### src/rtl/alu_writeback_pkg.sv
// Shared definitions for the ALU write-back slice of the 4-bit datapath.
// Holds control-word bit positions, FSM state encoding and width defaults.
package alu_writeback_pkg;

  localparam int DATA_W_DEF = 8;
  localparam int REG_W_DEF  = 4;
  localparam int CTRL_W     = 16;

  // Control word bit positions. Only the WR_* bits matter to write-back;
  // the select/accumulate bits belong to the operand path upstream.
  localparam int CTRL_SEL_A    = 3;
  localparam int CTRL_SEL_B    = 4;
  localparam int CTRL_ACC_NZ_A = 7;
  localparam int CTRL_WR_A     = 8;
  localparam int CTRL_WR_B     = 9;
  localparam int CTRL_WR_FLAGS = 10;

  typedef enum logic {
    IDLE   = 1'b0,
    COMMIT = 1'b1
  } wb_state_e;

endpackage

### src/rtl/alu_wb_flag_gen.sv
// Status flag decode for a committed ALU result.
//   data_i : full-width ALU result
//   zero_o : result is zero across all DATA_W bits
//   ovf_o  : result has bits above REG_W set (lost by truncation)
module alu_wb_flag_gen #(
  parameter int DATA_W = 8,
  parameter int REG_W  = 4
) (
  input  logic [DATA_W-1:0] data_i,
  output logic              zero_o,
  output logic              ovf_o
);

  assign zero_o = (data_i == '0);
  assign ovf_o  = |data_i[DATA_W-1:REG_W];

endmodule

### src/rtl/alu_writeback.sv
// ALU write-back unit: accepts an ALU result over valid/ready, narrows it to
// REG_W bits and commits it to Register A and/or B, and updates status flags.
// Two-state FSM (IDLE -> COMMIT -> IDLE), so at most one result per 2 cycles.
//
// Optional feature macro: ALU_WB_FLAGS_EN compiles in flag_zero/flag_ovf
// logic; without it both flags are tied to 0 and WR_FLAGS is ignored.
//
// Ports:
//   clk, reset        : clock, synchronous active-high reset
//   wb_valid/wb_ready : result handshake (transfer when both high at an edge)
//   wb_data           : ALU result, DATA_W bits
//   control           : 16-bit control word; bits 8/9/10 = WR_A/WR_B/WR_FLAGS
//   reg_a, reg_b      : architectural registers fed back to the ALU
//   flag_zero/ovf     : status from the last flag-writing result
//   wb_done           : one-cycle pulse during the commit cycle
module alu_writeback
  import alu_writeback_pkg::*;
#(
  parameter int DATA_W = DATA_W_DEF,
  parameter int REG_W  = REG_W_DEF
) (
  input  logic              clk,
  input  logic              reset,
  input  logic              wb_valid,
  output logic              wb_ready,
  input  logic [DATA_W-1:0] wb_data,
  input  logic [CTRL_W-1:0] control,
  output logic [REG_W-1:0]  reg_a,
  output logic [REG_W-1:0]  reg_b,
  output logic              flag_zero,
  output logic              flag_ovf,
  output logic              wb_done
);

  wb_state_e         state_q;
  logic              ready_q;
  logic              done_q;
  logic [DATA_W-1:0] data_q;
  // wr_q[0]=WR_A, wr_q[1]=WR_B, wr_q[2]=WR_FLAGS
  logic [2:0]        wr_q;
  logic [REG_W-1:0]  reg_a_q;
  logic [REG_W-1:0]  reg_b_q;

  // Ready is a register rather than a state decode so it reads 0 for the
  // whole of reset and no input ever reaches an output combinationally.
  always_ff @(posedge clk) begin
    if (reset) begin
      state_q <= IDLE;
      ready_q <= 1'b0;
      done_q  <= 1'b0;
      data_q  <= '0;
      wr_q    <= '0;
      reg_a_q <= '0;
      reg_b_q <= '0;
    end else begin
      case (state_q)
        IDLE: begin
          if (wb_valid && ready_q) begin
            data_q  <= wb_data;
            wr_q    <= control[CTRL_WR_FLAGS:CTRL_WR_A];
            state_q <= COMMIT;
            ready_q <= 1'b0;
            done_q  <= 1'b1;
          end else begin
            ready_q <= 1'b1;
            done_q  <= 1'b0;
          end
        end
        COMMIT: begin
          // Writes come only from the holding registers; live inputs are
          // ignored here so the producer may change them freely.
          if (wr_q[0]) reg_a_q <= data_q[REG_W-1:0];
          if (wr_q[1]) reg_b_q <= data_q[REG_W-1:0];
          state_q <= IDLE;
          ready_q <= 1'b1;
          done_q  <= 1'b0;
        end
        default: begin
          state_q <= IDLE;
          ready_q <= 1'b0;
          done_q  <= 1'b0;
        end
      endcase
    end
  end

`ifdef ALU_WB_FLAGS_EN
  logic zero_d, ovf_d;
  logic zero_q, ovf_q;

  alu_wb_flag_gen #(
    .DATA_W (DATA_W),
    .REG_W  (REG_W)
  ) u_flag_gen (
    .data_i (data_q),
    .zero_o (zero_d),
    .ovf_o  (ovf_d)
  );

  always_ff @(posedge clk) begin
    if (reset) begin
      zero_q <= 1'b0;
      ovf_q  <= 1'b0;
    end else if (state_q == COMMIT && wr_q[2]) begin
      zero_q <= zero_d;
      ovf_q  <= ovf_d;
    end
  end

  assign flag_zero = zero_q;
  assign flag_ovf  = ovf_q;
`else
  // Upper result bits and WR_FLAGS only feed the flags.
  logic unused_flag_src;
  assign unused_flag_src = ^{data_q[DATA_W-1:REG_W], wr_q[2]};
  assign flag_zero = 1'b0;
  assign flag_ovf  = 1'b0;
`endif

  // Select/accumulate bits of the control word are consumed upstream.
  logic unused_ctrl;
  assign unused_ctrl = ^{control[CTRL_W-1:CTRL_WR_FLAGS+1], control[CTRL_WR_A-1:0]};

  assign wb_ready = ready_q;
  assign wb_done  = done_q;
  assign reg_a    = reg_a_q;
  assign reg_b    = reg_b_q;

endmodule

### config.mk
export PLATFORM = sky130hd
export DESIGN_NAME = alu_writeback
export DESIGN_NICKNAME = d
export VERILOG_FILES = /design/src/rtl/alu_writeback_pkg.sv /design/src/rtl/alu_wb_flag_gen.sv /design/src/rtl/alu_writeback.sv
export SDC_FILE = /design/constraint.sdc
export NUM_CORES = 1
export LEC_CHECK = 0
export BUFFER_PORTS_ARGS = -buffer_cell sky130_fd_sc_hd__buf_4
export CAP_MARGIN = 20
export CORE_MARGIN = 1
export CORE_UTILIZATION = 30
export CTS_BUF_LIST = sky130_fd_sc_hd__clkbuf_4
export DETAILED_ROUTE_END_ITERATION = 7
export PLACE_DENSITY = 0.65
export RECOVER_POWER = 25
export SYNTH_ARGS = -nofsm -noshare
export SYNTH_HDL_FRONTEND = slang
export SYNTH_SLANG_ARGS = --single-unit
### constraint.sdc
create_clock -name clk -period 1.1 [get_ports clk]
set_input_delay 0.22 -clock clk [delete_from_list [all_inputs] [get_ports clk]]
set_output_delay 0.22 -clock clk [all_outputs]
set_load 0.01 [all_outputs]
=== Word level (Yosys, flattened, before mapping) ===
Index checks and enable logic that the tools add are counted.

* Register bits after elaboration: 16
* Input bits: 27

* Reduce and logical (&&, ||, !) cells: 4
* Bitwise logic cells: 1
* Muxes and demuxes: 4

{| class="wikitable"
|+ Operators with widths
! operator !! number
|-
| AND reduction 2 bit || 3
|-
| case mux 1 bit (2 select lines) || 2
|-
| two-way mux 1 bit || 2
|-
| logical AND 1 bit || 1
|-
| inverter 1 bit || 1
|}

=== Depth between registers and ports, before layout ===
* Depth in word-level cells: 3
* Gate-level depth with buffers: 4

=== Worst setup path after synthesis ===
Ideal clock, no wire load.

* Path type: register to register
* Start point: register, netlist name wb_done
* End point: register done_q (netlist: wb_done)
* Data arrival time: 1.000 ns
* Setup slack: -0.016 ns
* Path buffers: 2
* Clock period less this slack: 1.116 ns
* Cell stages (with the launch flop): 5
* Data required time: 0.984 ns
* Cell sequence: dfxtp_1 buf_4 and3b_1 buf_6 and2b_2

{| class="wikitable"
|+ RTL lines
! item !! RTL line !! RTL
|-
| to (signal assigned) || alu_writeback.sv:50 || <nowiki>done_q <= 1'b0;</nowiki>
|-
| to (signal assigned) || alu_writeback.sv:63 || <nowiki>done_q <= 1'b1;</nowiki>
|-
| to (signal assigned) || alu_writeback.sv:66 || <nowiki>done_q <= 1'b0;</nowiki>
|-
| to (decl) || alu_writeback.sv:37 || <nowiki>logic done_q;</nowiki>
|}

=== Worst setup path in the final report ===
* Start point: register done_q (netlist: wb_done)
* End point: output wb_done

{| class="wikitable"
|+ RTL lines
! item !! RTL line !! RTL
|-
| to (decl) || alu_writeback.sv:32 || <nowiki>output logic wb_done</nowiki>
|}

No word-level cell between the ends.

==> metrics.md <==
| Metric | Value |
|---|---|
| Outcome | finished clean |
| Sequential share of power | 0.595 |
| Area grow syn2layout | 24.2% |
| Std cell rows | 17 |
| Crit start category | flip-flop |
| CTS tree | yes |
| Post-DRT Antenna Nets | 0 |
| Vias per cell | 4.37 |
| IR drop worst, VDD | 0.641 mV |
| RD Place Congestion | 0.755 |
| Post-synthesis instance total | 71 |
| Period utilization | 0.958 |
| Max-cap violations | 0 |
| Inst Count DP | 111 |
| Post-Layout Cell Count | 116 |
| Register area share after synthesis | 0.456 |
| Final #Nets | 116 |
| Final min period | 1050 ps |
| Synth Cell Area | 703 um2 |
| Reg clk slew, reported paths | 90 ps |
| Port buffer count | 18 |
| Largest net degree at the start of global routing | 23 |
| Synth Area in Adders | 0 |
| # diodes | 0 |
| Total CTS buffers | 3 |
| Vias in the first global route | 456 |
| #FFs+latches synth | 16 |
| Total Power | 1.03 mW |
| DRC | 0 |
| Dpl ws | 140 ps |
| Hold path depth | 3 |
| Skew-Pair Late Insertion Delay | 280 ps |
| CP required | 880 ps |
| GRT overflow | 0 |
| Yosys warns | 0 |
| Initial antenna violation count | 0 |
| Number of I/O pins | 39 |
| Number of synthesized flops with an enable pin | 0 |
| Multiplexer share of the synthesized area | 0.0854 |
| R2R Setup Slk | 70 ps |
| Core Region | 2210 um2 |
| WP data arrival | 830 ps |
| P_sw | 244 uW |
| Starting Density | 0.318 |
| Post-route setup slack | 46.2 ps |
| Fillers | 246 |
| Syn avg cell area | 9.90 um2 |
| FF-to-FF path depth | 4 |
| Routed length per placed instance | 10.2 um |
| Ys flop type | dfxtp_1 |
| Net Sw Frac | 0.237 |
| Internal power | 786 uW |
| Clock Sinks | 16 |
| Clock buffer depth | 2 |
| Hold slack final | 200 ps |
| Setup TNS | 0 ps |
| Synth top area cells | dfxtp_1 (46%), a21bo_2 (11%), nand2b_1 (11%) |
| Die ar. | 2540 um2 |
| Post-synth cell types | 14 |
| Critical path class | reg -> out |
| Ys async rst share | 0 |
| Setup Skew | 0.833 ps |
| Synth Area in XOR/XNOR | 0 |
| Largest family of logic cells by synthesized area | simple AND/OR/NAND/NOR gates |
| CTS H-tree depth | 1 |
| Final Hold Violating Endpoints | 0 |
| Storage cell area | 322 um2 |
| PwrDens | 1180 nW/um2 |
| Crit. End Element | primary output |
| Compound-cell area share of the yosys netlist | 0.171 |
| Synth Area in Simple Gates | 0.194 |
| Multi-input gate area | 328 um2 |
| Gate power share | 0.100 |
| Post-synth top area share | 0.456 |
| Fmax | 949 MHz |
| Most common cell in the netlist | dfxtp_1 |
| First-pass GRT wire length | 1.99 mm |
| Root Buffer | clkbuf_4 |
| Slew Limit Fails | 0 |
| Commonest cells post-synth | dfxtp_1 (16), nand2b_1 (12), a21bo_2 (8), a21oi_1 (8), nand3_1 (8) |
| Pre-Repair DR Iteration Count | 2 |
| RSZ-0062 raised after global routing | false |
| Layout cell share with drive strength beyond 1 | 0.341 |
| Die Y | 50.4 um |
| Routed WL | 1.19 mm |
| Routed via count | 507 |
| Crit Path Max Fanout | 2 |
| Yosys top cell by area | dfxtp_1 |
| Tot GR Track Use | 0.108 |
| Die X | 50.4 um |
| Final setup vio count | 0 |
| Leakage | 0.345 nW |
| Clock Power Share | 0.305 |
| Initial DRC Count | 10 |
| Worst min path class | in -> reg |
## power by group through the flow
| stage | combinational [mW] | clock [mW] | sequential (mW) |
|---|---|---|---|
| finish | 0.103 | 0.314 | 0.613 |
| floorplan | 0.0723 | 0 | 0.617 |
| global placement | 0.0966 | 0 | 0.625 |
| global route | 0.114 | 0.352 | 0.616 |
| CTS | 0.103 | 0.325 | 0.613 |
| detailed placement | 0.0985 | 0 | 0.626 |
## cells by family after synthesis
logic type / count (synthesis)
other: 1
muxes: 6
and+or+nand+nor: 23
DFF: 16
AOI/OAI and AO/OA: 16
buffers and inverters: 9
## placed cells by master (no fill, tap or decap), drive strengths merged
master | netlist | routed
conb | 1 | 2
buf | 4 | 16
a21bo | 8 | 8
nand3 | 8 | 8
mux2i | 6 | 6
and2b | 1 | 1
dfxtp | 16 | 16
nand2b | 12 | 12
nor2 | 1 | 1
clkinv | 0 | 1
a21oi | 8 | 8
and3b | 1 | 1
clkbuf | 5 | 8
## state kept, by name, indices dropped and copies added, names as in the netlist
| name | cells |
|---|---|
| wb_done | 1 |
| wr_q | 2 |
| reg_a | 4 |
| data_q | 4 |
| reg_b | 4 |
| wb_ready | 1 |
## per-layer routing
layer  track usage  vias to the layer above  share of wire
met4        0.0417                        0              0
met1         0.127                      224           0.50
met5             0                        -              0
met3        0.0455                        0          0.051
met2         0.173                       15           0.45
li1              -                      268              -
## worst max-delay path: stages, from the launching register on
cell	delay (ps)
dfxtp_2	340
buf_8	110
buf_6	110
## layout make-up
class                      instances  share of cell area
multi-input combinational         47               0.375
tap                               28              0.0401
sequential                        16               0.368
clock inverter                     1             0.00430
clock buffer                       3              0.0258
timing repair buffer              21               0.186
## through the flow
stage / area, um2 / utilization
2_1_floorplan: 712 / -
3_3_place_gp: 843 / 0.381
6_report: 873 / 0.395
3_5_place_dp: 843 / 0.381
4_1_cts: 885 / 0.400
5_1_grt: 873 / 0.395
## what timing repair did
| action | CTS | global route |
|---|---|---|
| gates resized for setup | 2 | 2 |
| pin swaps | 0 | 0 |
| setup buffers | 1 | 0 |
| endpoints found under the setup margin | 1 | 2 |
| hold buffers | 0 | 0 |
## final timing paths
path	endpoint	from
worst max register to register	reg_b[0]	wb_done
worst max-delay path	wb_done	wb_done
worst min register to register	reg_b[2]	data_q[2]
worst min-delay path	data_q[2]	wb_data[2]
Power figures use the tool's default switching activity.
